===== src/rtl/icache_controller.sv =====
`timescale 1ns/1ps
`default_nettype none
// ============================================================================
// Module      : icache_controller
// Description : Sequencing FSM for a direct-mapped, one-word-per-line
//               instruction cache. Accepts CPU fetches and probes the storage
//               compare port. On a miss it fetches the word from next-level
//               memory over valid/ready, refills the line and forwards the
//               word to the CPU. Also supports whole-cache flush and keeps
//               saturating hit/miss counters.
// Ports       : clk, reset (sync, active-low)
//               CPU    : cpu_req_valid/cpu_addr/cpu_req_ready,
//                        cpu_resp_valid/cpu_rdata, flush, busy
//               Storage: COMPARE_EN/ADDRESS/HIT/READDATA,
//                        WRITE_ENABLE/WRITE_ADDRESS/WRITEDATA/WRITETAG/WRITEVALID
//               Memory : mem_req_valid/mem_req_ready/mem_addr,
//                        mem_resp_valid/mem_rdata
//               Perf   : hit_count, miss_count
// Revision    : 1.0 - initial release
// ============================================================================
module icache_controller #(
    parameter int ADDR_WIDTH  = 32,
    parameter int DATA_WIDTH  = 32,
    parameter int INDEX_WIDTH = 5,
    parameter int TAG_WIDTH   = ADDR_WIDTH - INDEX_WIDTH,
    parameter int CNT_WIDTH   = 32
) (
    input  logic                  clk,
    input  logic                  reset,
    input  logic                  cpu_req_valid,
    input  logic [ADDR_WIDTH-1:0] cpu_addr,
    output logic                  cpu_req_ready,
    output logic                  cpu_resp_valid,
    output logic [DATA_WIDTH-1:0] cpu_rdata,
    input  logic                  flush,
    output logic                  busy,
    output logic                  COMPARE_EN,
    output logic [ADDR_WIDTH-1:0] ADDRESS,
    input  logic                  HIT,
    input  logic [DATA_WIDTH-1:0] READDATA,
    output logic                  WRITE_ENABLE,
    output logic [ADDR_WIDTH-1:0] WRITE_ADDRESS,
    output logic [DATA_WIDTH-1:0] WRITEDATA,
    output logic [TAG_WIDTH-1:0]  WRITETAG,
    output logic                  WRITEVALID,
    output logic                  mem_req_valid,
    input  logic                  mem_req_ready,
    output logic [ADDR_WIDTH-1:0] mem_addr,
    input  logic                  mem_resp_valid,
    input  logic [DATA_WIDTH-1:0] mem_rdata,
    output logic [CNT_WIDTH-1:0]  hit_count,
    output logic [CNT_WIDTH-1:0]  miss_count
);

    typedef enum logic [2:0] {
        S_IDLE      = 3'd0,
        S_COMPARE   = 3'd1,
        S_MISS_REQ  = 3'd2,
        S_MISS_WAIT = 3'd3,
        S_FLUSH     = 3'd4
    } state_t;

    state_t                 r_state;
    state_t                 w_next_state;
    logic [ADDR_WIDTH-1:0]  r_addr;
    logic [INDEX_WIDTH-1:0] r_flush_idx;
    logic [CNT_WIDTH-1:0]   r_hit_count;
    logic [CNT_WIDTH-1:0]   r_miss_count;

    logic w_accept;
    logic w_hit_event;
    logic w_miss_event;

    // Flush wins over a simultaneous fetch; the fetch is dropped, not queued.
    assign w_accept     = (r_state == S_IDLE) && !flush && cpu_req_valid;
    assign w_hit_event  = (r_state == S_COMPARE) && HIT;
    assign w_miss_event = (r_state == S_COMPARE) && !HIT;

    always_ff @(posedge clk) begin
        if (!reset) begin
            r_state      <= S_IDLE;
            r_addr       <= '0;
            r_flush_idx  <= '0;
            r_hit_count  <= '0;
            r_miss_count <= '0;
        end else begin
            r_state <= w_next_state;
            if (w_accept) begin
                r_addr <= cpu_addr;
            end
            if ((r_state == S_IDLE) && flush) begin
                r_flush_idx <= '0;
            end else if (r_state == S_FLUSH) begin
                // Wraps back to zero on the final line, ready for the next flush.
                r_flush_idx <= r_flush_idx + INDEX_WIDTH'(1);
            end
            if (w_hit_event && (r_hit_count != '1)) begin
                r_hit_count <= r_hit_count + CNT_WIDTH'(1);
            end
            if (w_miss_event && (r_miss_count != '1)) begin
                r_miss_count <= r_miss_count + CNT_WIDTH'(1);
            end
        end
    end

    always_comb begin
        w_next_state   = r_state;
        cpu_req_ready  = 1'b0;
        cpu_resp_valid = 1'b0;
        cpu_rdata      = '0;
        COMPARE_EN     = 1'b0;
        WRITE_ENABLE   = 1'b0;
        WRITE_ADDRESS  = r_addr;
        WRITEDATA      = '0;
        WRITETAG       = '0;
        WRITEVALID     = 1'b0;
        mem_req_valid  = 1'b0;

        case (r_state)
            S_IDLE: begin
                cpu_req_ready = 1'b1;
                if (flush) begin
                    w_next_state = S_FLUSH;
                end else if (cpu_req_valid) begin
                    w_next_state = S_COMPARE;
                end
            end
            S_COMPARE: begin
                COMPARE_EN = 1'b1;
                if (HIT) begin
                    cpu_resp_valid = 1'b1;
                    cpu_rdata      = READDATA;
                    w_next_state   = S_IDLE;
                end else begin
                    w_next_state   = S_MISS_REQ;
                end
            end
            S_MISS_REQ: begin
                mem_req_valid = 1'b1;
                if (mem_req_ready) begin
                    w_next_state = S_MISS_WAIT;
                end
            end
            S_MISS_WAIT: begin
                // Refill and CPU response happen in the same cycle; the word
                // is forwarded straight from memory rather than re-read.
                if (mem_resp_valid) begin
                    WRITE_ENABLE   = 1'b1;
                    WRITEDATA      = mem_rdata;
                    WRITETAG       = r_addr[ADDR_WIDTH-1:INDEX_WIDTH];
                    WRITEVALID     = 1'b1;
                    cpu_resp_valid = 1'b1;
                    cpu_rdata      = mem_rdata;
                    w_next_state   = S_IDLE;
                end
            end
            S_FLUSH: begin
                WRITE_ENABLE  = 1'b1;
                WRITE_ADDRESS = {{TAG_WIDTH{1'b0}}, r_flush_idx};
                if (r_flush_idx == '1) begin
                    w_next_state = S_IDLE;
                end
            end
            default: begin
                w_next_state = S_IDLE;
            end
        endcase
    end

    assign busy       = (r_state != S_IDLE);
    assign ADDRESS    = r_addr;
    assign mem_addr   = r_addr;
    assign hit_count  = r_hit_count;
    assign miss_count = r_miss_count;

endmodule
`default_nettype wire


===== config.mk =====
export PLATFORM = sky130hd
export DESIGN_NAME = icache_controller
export DESIGN_NICKNAME = d
export VERILOG_FILES = /design/src/rtl/icache_controller.sv
export SDC_FILE = /design/constraint.sdc
export NUM_CORES = 1
export LEC_CHECK = 0
export ABC_AREA = 1
export CELL_PAD_IN_SITES_DETAIL_PLACEMENT = 2
export CELL_PAD_IN_SITES_GLOBAL_PLACEMENT = 2
export CORE_MARGIN = 2
export CORE_UTILIZATION = 19
export DETAILED_ROUTE_END_ITERATION = 10
export PLACE_DENSITY_LB_ADDON = 0.1
export SKIP_CTS_REPAIR_TIMING = 1
export SLEW_MARGIN = 40
export SYNTH_ARGS = -nofsm -noshare
export SYNTH_HDL_FRONTEND = slang
export SYNTH_SLANG_ARGS = --single-unit

===== constraint.sdc =====
create_clock -name clk -period 1.7 [get_ports clk]
set_input_delay 0.34 -clock clk [delete_from_list [all_inputs] [get_ports clk]]
set_output_delay 0.34 -clock clk [all_outputs]
set_load 0.02 [all_outputs]

Word-level counts from Yosys, hierarchy flattened
Index checks and enable logic that the tools add are counted.
{"block": "op_classes", "addsub": 3, "reduce_logical": 13, "mux": 22, "bitwise_logic": 1, "eq_ne": 11}
{"op": "$mux W32", "n": 4}
{"op": "$add A32 B1 Y32 const B", "n": 2}
{"op": "$ne A32 B32 Y1 const B", "n": 2}
{"op": "$pmux W32 S2", "n": 1}
{"op": "$mux W27", "n": 2}
{"op": "$mux W3", "n": 5}
{"op": "$pmux W3 S5", "n": 1}
{"op": "$logic_and A1 B1 Y1", "n": 7}
{"op": "$eq A3 B2 Y1 const B", "n": 2}
{"op": "$mux W1", "n": 6}
{"op": "$add A5 B1 Y5 const B", "n": 1}
{"op": "$eq A5 B5 Y1 const B", "n": 1}
{"op": "$ne A2 B2 Y1 const B", "n": 2}
{"op": "$pmux W1 S2", "n": 2}
{"op": "$reduce_and A4 Y1", "n": 1}
{"op": "$eq A3 B1 Y1 const B", "n": 1}
{"op": "$eq A3 B3 Y1 const B", "n": 1}
{"op": "$logic_not A3 Y1", "n": 1}
{"op": "$ne A3 B3 Y1 const B", "n": 1}
{"op": "$reduce_bool A3 Y1", "n": 1}
{"op": "$logic_not A1 Y1", "n": 2}
{"op": "$mux W2", "n": 1}
{"op": "$ne A2 B1 Y1 const B", "n": 1}
{"op": "$reduce_or A2 Y1", "n": 1}
{"op": "$not A1 Y1", "n": 1}
{"block": "word_totals", "output_inout_bits": 258, "ff_bits": 104}

Longest topological paths before layout
Gate-level depths: netlist of the first run.
{"block": "depth", "word_depth": 3, "ltp_mapped": 11}

Worst setup path before layout of the first run
Ideal clock, no wire load.
{"block": "synth_path", "path_type": "register -> output", "from": "register r_state[0]", "to": "output cpu_rdata[22]", "required_ns": 1.360, "path_stages_with_launch": 8, "n_path_buf": 1, "slack_ns": -0.368, "t_arrival_ns": 1.728, "cell_sequence": "dfxtp_1 -> inv_2 -> nor2_8 -> nand2_1 -> nor2_1 -> inv_1 -> clkbuf_1 -> o21ai_0"}
{"block": "synth_via", "elab_chain_cells": 2, "elab_cells_between_ends": 3}
{"element": "start, declared", "line_no": "63", "rtl": "state_t r_state;"}
{"element": "start signal, assigned", "line_no": "87", "rtl": "r_state <= w_next_state;"}
{"element": "$eq A3 B2 Y1 / $eq A3 B1 Y1 (equally long branches)", "line_no": "119", "rtl": "case (r_state)"}
{"element": "$pmux W32 S2 *", "line_no": "119"}
{"element": "end, declared", "line_no": "34", "rtl": "output logic [DATA_WIDTH-1:0] cpu_rdata,"}
Every way passes the cells marked *; elsewhere a longest branch is shown, timed or not.

Final worst setup path of the first run
{"block": "layout_path", "from": "register r_state[0]", "to": "output cpu_rdata[31]"}
Same word-level chain as after synthesis.

==> results.sh, run 1 <==
export IMPL_report_final_slew_viol_count=0
export IMPL_muxShareOfSynthArea_pct=0
export IMPL_cap_violations=0
export IMPL_coreArea_um2=34300
export IMPL_post_route_drc_count=0
export IMPL_critPathMaxFanout=20
export IMPL_avgViaCountPerCell=4.39
export IMPL_synth_edf_count=0
export IMPL_synth_nets=1194
export IMPL_fin_util_pct=38.3
export IMPL_worst_r2r_path_depth=11
export IMPL_async_flop_share_pct=0
export IMPL_start_kind="flip-flop"
export IMPL_fp_dieW_um=190
export IMPL_arrival_ns=1.69
export IMPL_grt_max_degree=57
export IMPL_drt_iter0_markers=302
export IMPL_regToRegStartpoint="hit_count[1]$_SDFFE_PN0P_"
export IMPL_ys_ff_latch=104
export IMPL_fp_dieH_um=190
export IMPL_hold_viol_final=0
export IMPL_clock_latency_ns=0.37
export IMPL_dp_cells=1958
export IMPL_peakVddDrop_uv=400
export IMPL_die_area_um2=36100
export IMPL_pwr_density_cell_nw_per_um2=750
export IMPL_dr_pass1_iters=4
export IMPL_nets=1645
export IMPL_wl_per_cell_um=18.3
export IMPL_synthAdderAreaFrac_pct=0.761
export IMPL_synth_ff_type="dfxtp_1"
export IMPL_stdcell_count=1999
export IMPL_antenna_found_initial=1
export IMPL_rsz0062_at_grt="yes"
export IMPL_period_needed_ns=2.03
export IMPL_avgSynthCellArea_um2=6.05
export IMPL_cts_buffers=9
export IMPL_synth_compound_area_share_pct=12.5
export IMPL_synth_distinct_cells=32
export IMPL_crit_chain="inv_2, nor2_8, nand2_4, nor2_4, inv_8, buf_12, o21ai_1, buf_4"
export IMPL_port_buffers=360
export IMPL_slowest_stage="dfxtp_2"
export IMPL_grt_total_usage_pct=18.8
export IMPL_crit_family="buffers and inverters"
export IMPL_max_slew_margin_pct=68.6
export IMPL_finalWirelength_mm=36.5
export IMPL_clkSinkCount=104
export IMPL_clkTransAtPathRegs_ns=0.08
export IMPL_setup_worst_path_class="flip-flop to primary output"
export IMPL_hp_start="reset"
export IMPL_r2r_end="hit_count[31]$_SDFFE_PN0P_"
export IMPL_grt_pass1_wl_mm=52.8
export IMPL_cts_buffer_depth=2
export IMPL_leakage_nw=7.54
export IMPL_grt_pass1_vias=9353
export IMPL_status="finished with violations"
export IMPL_drive_above_1_share_pct=36.0
export IMPL_place_congestion=0.789
export IMPL_final_setup_viol_count=140
export IMPL_rows=68
export IMPL_worst_endpoint_required_ns=1.36
export IMPL_ant_nets=0
export IMPL_hold_class="primary input to flip-flop"
export IMPL_initial_core_util_pct=19.2
export IMPL_worst_slew_pin_slew_ns=0.468
export IMPL_cts_tree="yes"
export IMPL_ys_seq_area_share_pct=31.7
export IMPL_r2r_setup_slack_ns=-0.04
export IMPL_max_freq_ghz=0.492
export IMPL_cts_root_buf="clkbuf_16"
export IMPL_vias=8779
export IMPL_overflow=0
export IMPL_critPathBufInv=4
export IMPL_ios=361
export IMPL_area_growth_pct=99.9
export IMPL_cts_max_level=3
export IMPL_holdPathEnd="miss_count[11]$_SDFFE_PN0P_"
export IMPL_synthesis_area_um2=6580
export IMPL_synth_xor_area_share_pct=0.400
export IMPL_violations="setup timing"
export IMPL_max_stage_delay_ns=0.34
export IMPL_hold_depth=3
export IMPL_fin_ws_ns=-0.334
export IMPL_fillers=3931
export IMPL_place_ws_ns=-0.723
export IMPL_hpwl_mm=28.2
export IMPL_ys_warn_count=0
export IMPL_end_kind="primary output"
export IMPL_synth_top_family_by_area="simple AND/OR/NAND/NOR gates"
export IMPL_synthCells=1087
export IMPL_synth_simple_gate_area_share_pct=40.0
export IMPL_finalPower_mw=9.86
export IMPL_fin_crit_sh_pct=120
export IMPL_worst_clock_skew_ns=0.0103
registers in the layout, indices dropped and copies added (netlist names):
signal,flops
ADDRESS,32
r_state,3
miss_count,32
r_flush_idx,5
hit_count,32
worst max path at each step:
stage / end / cells after the start / slack (ns) / start
2_1_floorplan: cpu_rdata[11] / 7 / -0.05 / r_state[0]$_SDFFE_PN0P_
3_3_place_gp: cpu_rdata[26] / 7 / -0.69 / mem_resp_valid
3_5_place_dp: cpu_rdata[23] / 7 / -0.72 / mem_resp_valid
4_1_cts: cpu_rdata[23] / 7 / -0.87 / r_state[2]$_SDFFE_PN0P_
5_1_grt: cpu_rdata[28] / 8 / -0.43 / r_state[0]$_SDFFE_PN0P_
6_report: cpu_rdata[31] / 8 / -0.33 / r_state[0]$_SDFFE_PN0P_
logic make-up (layout without fill, tap and decap cells):
group / Yosys count / in the layout
fa+ha+maj: 4 / 4
simple gates: 611 / 611
compound gates: 163 / 163
flops: 104 / 104
other cells: 0 / 1
buf+inv: 202 / 658
xor+xnor: 3 / 3
final cells by class:
cell class                      count  area (um^2)  share of cell area [%]
Antenna cell                        1         2.50                  0.0190
Clock buffer                       11          253                    1.92
Clock inverter                      5         78.8                   0.600
Inverter                          126          489                    3.72
Multi-Input combinational cell    781         4360                    33.2
Sequential cell                   104         2130                    16.2
Tap cell                          455          569                    4.33
Timing Repair Buffer              516         5270                    40.1
worst min-delay path, delay by kind of cell:
family        cells  cell delay, ns
buf+inv           1            0.19
simple gates      2            0.12
stage by stage:
step                cell area, um^2  hold slack [ns]  TNS (ns)
floorplan                      6870            0.458     -3.77
global placement              11700            0.474    -77.80
detailed placement            11700            0.493    -83.11
CTS                           12000            0.329   -115.12
global route                  13100            0.344    -47.91
finish                        13100            0.337    -33.45
placed cells by master, fill, tap and decap left out, types with 15 or more instances in the layout:
master	n
nor2_2	87
dlymetal6s2s_1	129
a21oi_1	72
nor2_1	158
clkdlybuf4s50_1	101
o21ai_1	18
a21oi_2	15
buf_6	66
nand2_2	22
nand2_1	208
dfxtp_1	75
inv_1	115
dfxtp_2	26
o21ai_2	16
clkbuf_16	15
nand3_1	53
o21ai_0	25
nor2_4	24
buf_4	188
cells in the mapped netlist, types with 2 or more instances:
| master | instances | area, um^2 |
|---|---|---|
| nand4_1 | 14 | 87.6 |
| o21ai_0 | 61 | 305 |
| inv_1 | 118 | 443 |
| o21ai_1 | 12 | 60.1 |
| nand3_4 | 2 | 35.0 |
| nor2_1 | 254 | 953 |
| dfxtp_1 | 104 | 2080 |
| inv_2 | 6 | 22.5 |
| nand2_2 | 6 | 37.5 |
| nor3_1 | 11 | 55.1 |
| nand3b_1 | 3 | 22.5 |
| buf_4 | 35 | 263 |
| buf_1 | 3 | 11.3 |
| clkinv_1 | 2 | 7.51 |
| nor2_4 | 6 | 67.6 |
| nand2_1 | 231 | 867 |
| clkbuf_1 | 8 | 30.0 |
| nand3_2 | 5 | 50.1 |
| buf_6 | 6 | 67.6 |
| xor2_1 | 3 | 26.3 |
| ha_1 | 4 | 50.1 |
| buf_2 | 24 | 120 |
| a31oi_1 | 3 | 18.8 |
| and2_1 | 2 | 12.5 |
| nor2_2 | 9 | 56.3 |
| nand3_1 | 63 | 315 |
| a21oi_1 | 87 | 435 |
power by group:
| part | internal (mW) | total, mW | switching (mW) | leakage, nW |
|---|---|---|---|---|
| logic | 2.06 | 4.58 | 2.52 | 6.51 |
| registers | 2.65 | 2.84 | 0.184 | 0.858 |
| clock network | 1.37 | 2.45 | 1.07 | 0.165 |
| total | 6.09 | 9.86 | 3.77 | 7.54 |
metal layers:
layer | wire (um) | share of wire (%) | up-vias | global-route usage [%]
li1 | - | - | 4293 | -
met1 | 15600 | 43 | 4208 | 22.8
met2 | 18300 | 50 | 259 | 33.4
met3 | 2300 | 6.3 | 19 | 4.52
met4 | 391 | 1.1 | 0 | 4.14
met5 | 0 | 0 | - | 0
Power figures use the tool's default switching activity.
==> run 2, diff against run 1 <==
--- a/config.mk
+++ b/config.mk
@@ -8,7 +8,6 @@
 export ABC_AREA = 1
 export CELL_PAD_IN_SITES_DETAIL_PLACEMENT = 2
 export CELL_PAD_IN_SITES_GLOBAL_PLACEMENT = 2
-export CORE_MARGIN = 2
 export CORE_UTILIZATION = 19
 export DETAILED_ROUTE_END_ITERATION = 10
 export PLACE_DENSITY_LB_ADDON = 0.1
==> run 2 against run 1 <==
The run still ends with setup timing left. Routed wire length hardly changed. Clock power fell by 11%. Fmax hardly changed. Sequential power hardly changed.
==> results.sh, run 2 (synthesis gave the netlist of run 1 again) <==
export IMPL_post_route_drc_count=0
export IMPL_num_antenna_cells=0
export IMPL_start_kind="primary input"
export IMPL_max_freq_ghz=0.491
export IMPL_worst_endpoint_required_ns=1.36
export IMPL_clkSinkCount=104
export IMPL_max_slew_margin_pct=73.2
export IMPL_setup_worst_path_class="primary input to primary output"
export IMPL_ios=361
export IMPL_fin_ws_ns=-0.335
export IMPL_port_buffers=360
export IMPL_coreArea_um2=33800
export IMPL_fp_dieH_um=188
export IMPL_pwr_density_cell_nw_per_um2=784
export IMPL_worst_clock_skew_ns=0.00897
export IMPL_cts_tree="yes"
export IMPL_hpwl_mm=28.9
export IMPL_hold_class="primary input to flip-flop"
export IMPL_place_ws_ns=-0.785
export IMPL_rows=67
export IMPL_cts_buffer_depth=2
export IMPL_nets=1661
export IMPL_clkTransAtPathRegs_ns=0.08
export IMPL_leakage_nw=5.21
export IMPL_cts_buffers=9
export IMPL_final_cell_mix="228 x clkdlybuf4s50_1, 218 x nand2_1, 215 x buf_4"
export IMPL_die_area_um2=35400
export IMPL_fillers=4010
export IMPL_wl_per_cell_um=18.2
export IMPL_cts_root_buf="clkbuf_16"
export IMPL_worst_slew_pin_slew_ns=0.399
export IMPL_antenna_found_initial=1
export IMPL_overflow=0
export IMPL_regToRegStartpoint="miss_count[0]$_SDFFE_PN0P_"
export IMPL_fin_crit_sh_pct=120
export IMPL_vias=8852
export IMPL_critPathMaxFanout=21
export IMPL_fp_dieW_um=188
export IMPL_grt_pass1_wl_mm=54.3
export IMPL_report_final_slew_viol_count=0
export IMPL_grt_pass1_vias=9504
export IMPL_avgViaCountPerCell=4.41
export IMPL_end_kind="primary output"
export IMPL_dr_pass1_iters=4
export IMPL_drive_above_1_share_pct=29.9
export IMPL_peakVddDrop_uv=395
export IMPL_violations="setup timing"
export IMPL_finalWirelength_mm=36.5
export IMPL_initial_core_util_pct=19.5
export IMPL_drt_iter0_markers=237
export IMPL_grt_total_usage_pct=19.7
export IMPL_dp_cells=1978
export IMPL_clock_latency_ns=0.36
export IMPL_status="finished with violations"
export IMPL_arrival_ns=1.70
export IMPL_cap_violations=0
export IMPL_rsz0062_at_grt="yes"
export IMPL_fin_util_pct=36.5
export IMPL_area_growth_pct=87.4
export IMPL_hp_start="reset"
export IMPL_place_congestion=0.917
export IMPL_cts_max_level=3
export IMPL_grt_max_degree=44
export IMPL_final_setup_viol_count=292
export IMPL_period_needed_ns=2.04
export IMPL_final_common_cell="clkdlybuf4s50_1"
export IMPL_stdcell_count=2007
export IMPL_crit_path_start="mem_resp_valid"
export IMPL_hold_viol_final=0
export IMPL_ant_nets=0
==> run 2: changes by cell type in the layout (fill, tap and decap cells not counted), moves of 18 or more <==
| cell | before | now |
|---|---|---|
| nor2_1 | 158 | 191 |
| dfxtp_1 | 75 | 98 |
| dfxtp_2 | 26 | 4 |
| buf_4 | 188 | 215 |
| buf_6 | 66 | 40 |
| nor2_2 | 87 | 69 |
| dlymetal6s2s_1 | 129 | 6 |
| clkdlybuf4s50_1 | 101 | 228 |
==> run 2: area by class of cell <==
class	instances	area (um^2)	area share [%]
clock buffer	12	267	2.16
clock inverter	4	27.5	0.223
multi-input combinational	781	3950	32.0
tap	448	561	4.55
inverter	126	493	4.00
sequential	104	2090	17.0
timing repair buffer	532	4930	40.0
==> run 2: metrics by stage <==
| step | power [mW] | hold slack, ns | cell area (um^2) | TNS, ns |
|---|---|---|---|---|
| after floorplan | 5.00 | 0.458 | 6870 | -3.77 |
| after global placement | 7.25 | 0.452 | 11900 | -85.80 |
| after detailed placement | 7.29 | 0.479 | 11900 | -91.45 |
| after CTS | 9.55 | 0.342 | 12200 | -116.56 |
| after global routing | 10.2 | 0.362 | 12300 | -71.13 |
| final | 9.66 | 0.351 | 12300 | -45.92 |
==> run 2: report_power, final <==
part	switching, mW	internal [mW]
Sequential	0.168	2.65
Clock	1.07	1.12
Combinational	2.55	2.11
==> run 2: critical path, stage by stage <==
cell and delay [ns]:
clkdlybuf4s50_1 0.52, inv_1 0.09, nor2_4 0.18, inv_8 0.10
buf_12 0.18, o21ai_1 0.13, buf_4 0.15
==> run 2: worst paths after layout <==
| check | end | slack (ns) | cells after the start |
|---|---|---|---|
| setup / recovery | cpu_rdata[31] | -0.34 | 7 |
| hold / removal | ADDRESS[0]$_SDFFE_PN0P_ | 0.35 | 3 |
| setup reg to reg | miss_count[25]$_SDFFE_PN0P_ | -0.15 | 11 |
| hold reg to reg | ADDRESS[4]$_SDFFE_PN0P_ | 0.50 | 2 |
==> run 2: metal layers <==
metal	part of all wire, %	GRT usage [%]	up-vias
met4	1.9	4.97	0
met3	6.9	5.07	36
li1	-	-	4310
met1	41	22.9	4225
met2	50	35.6	281
met5	0	0	-
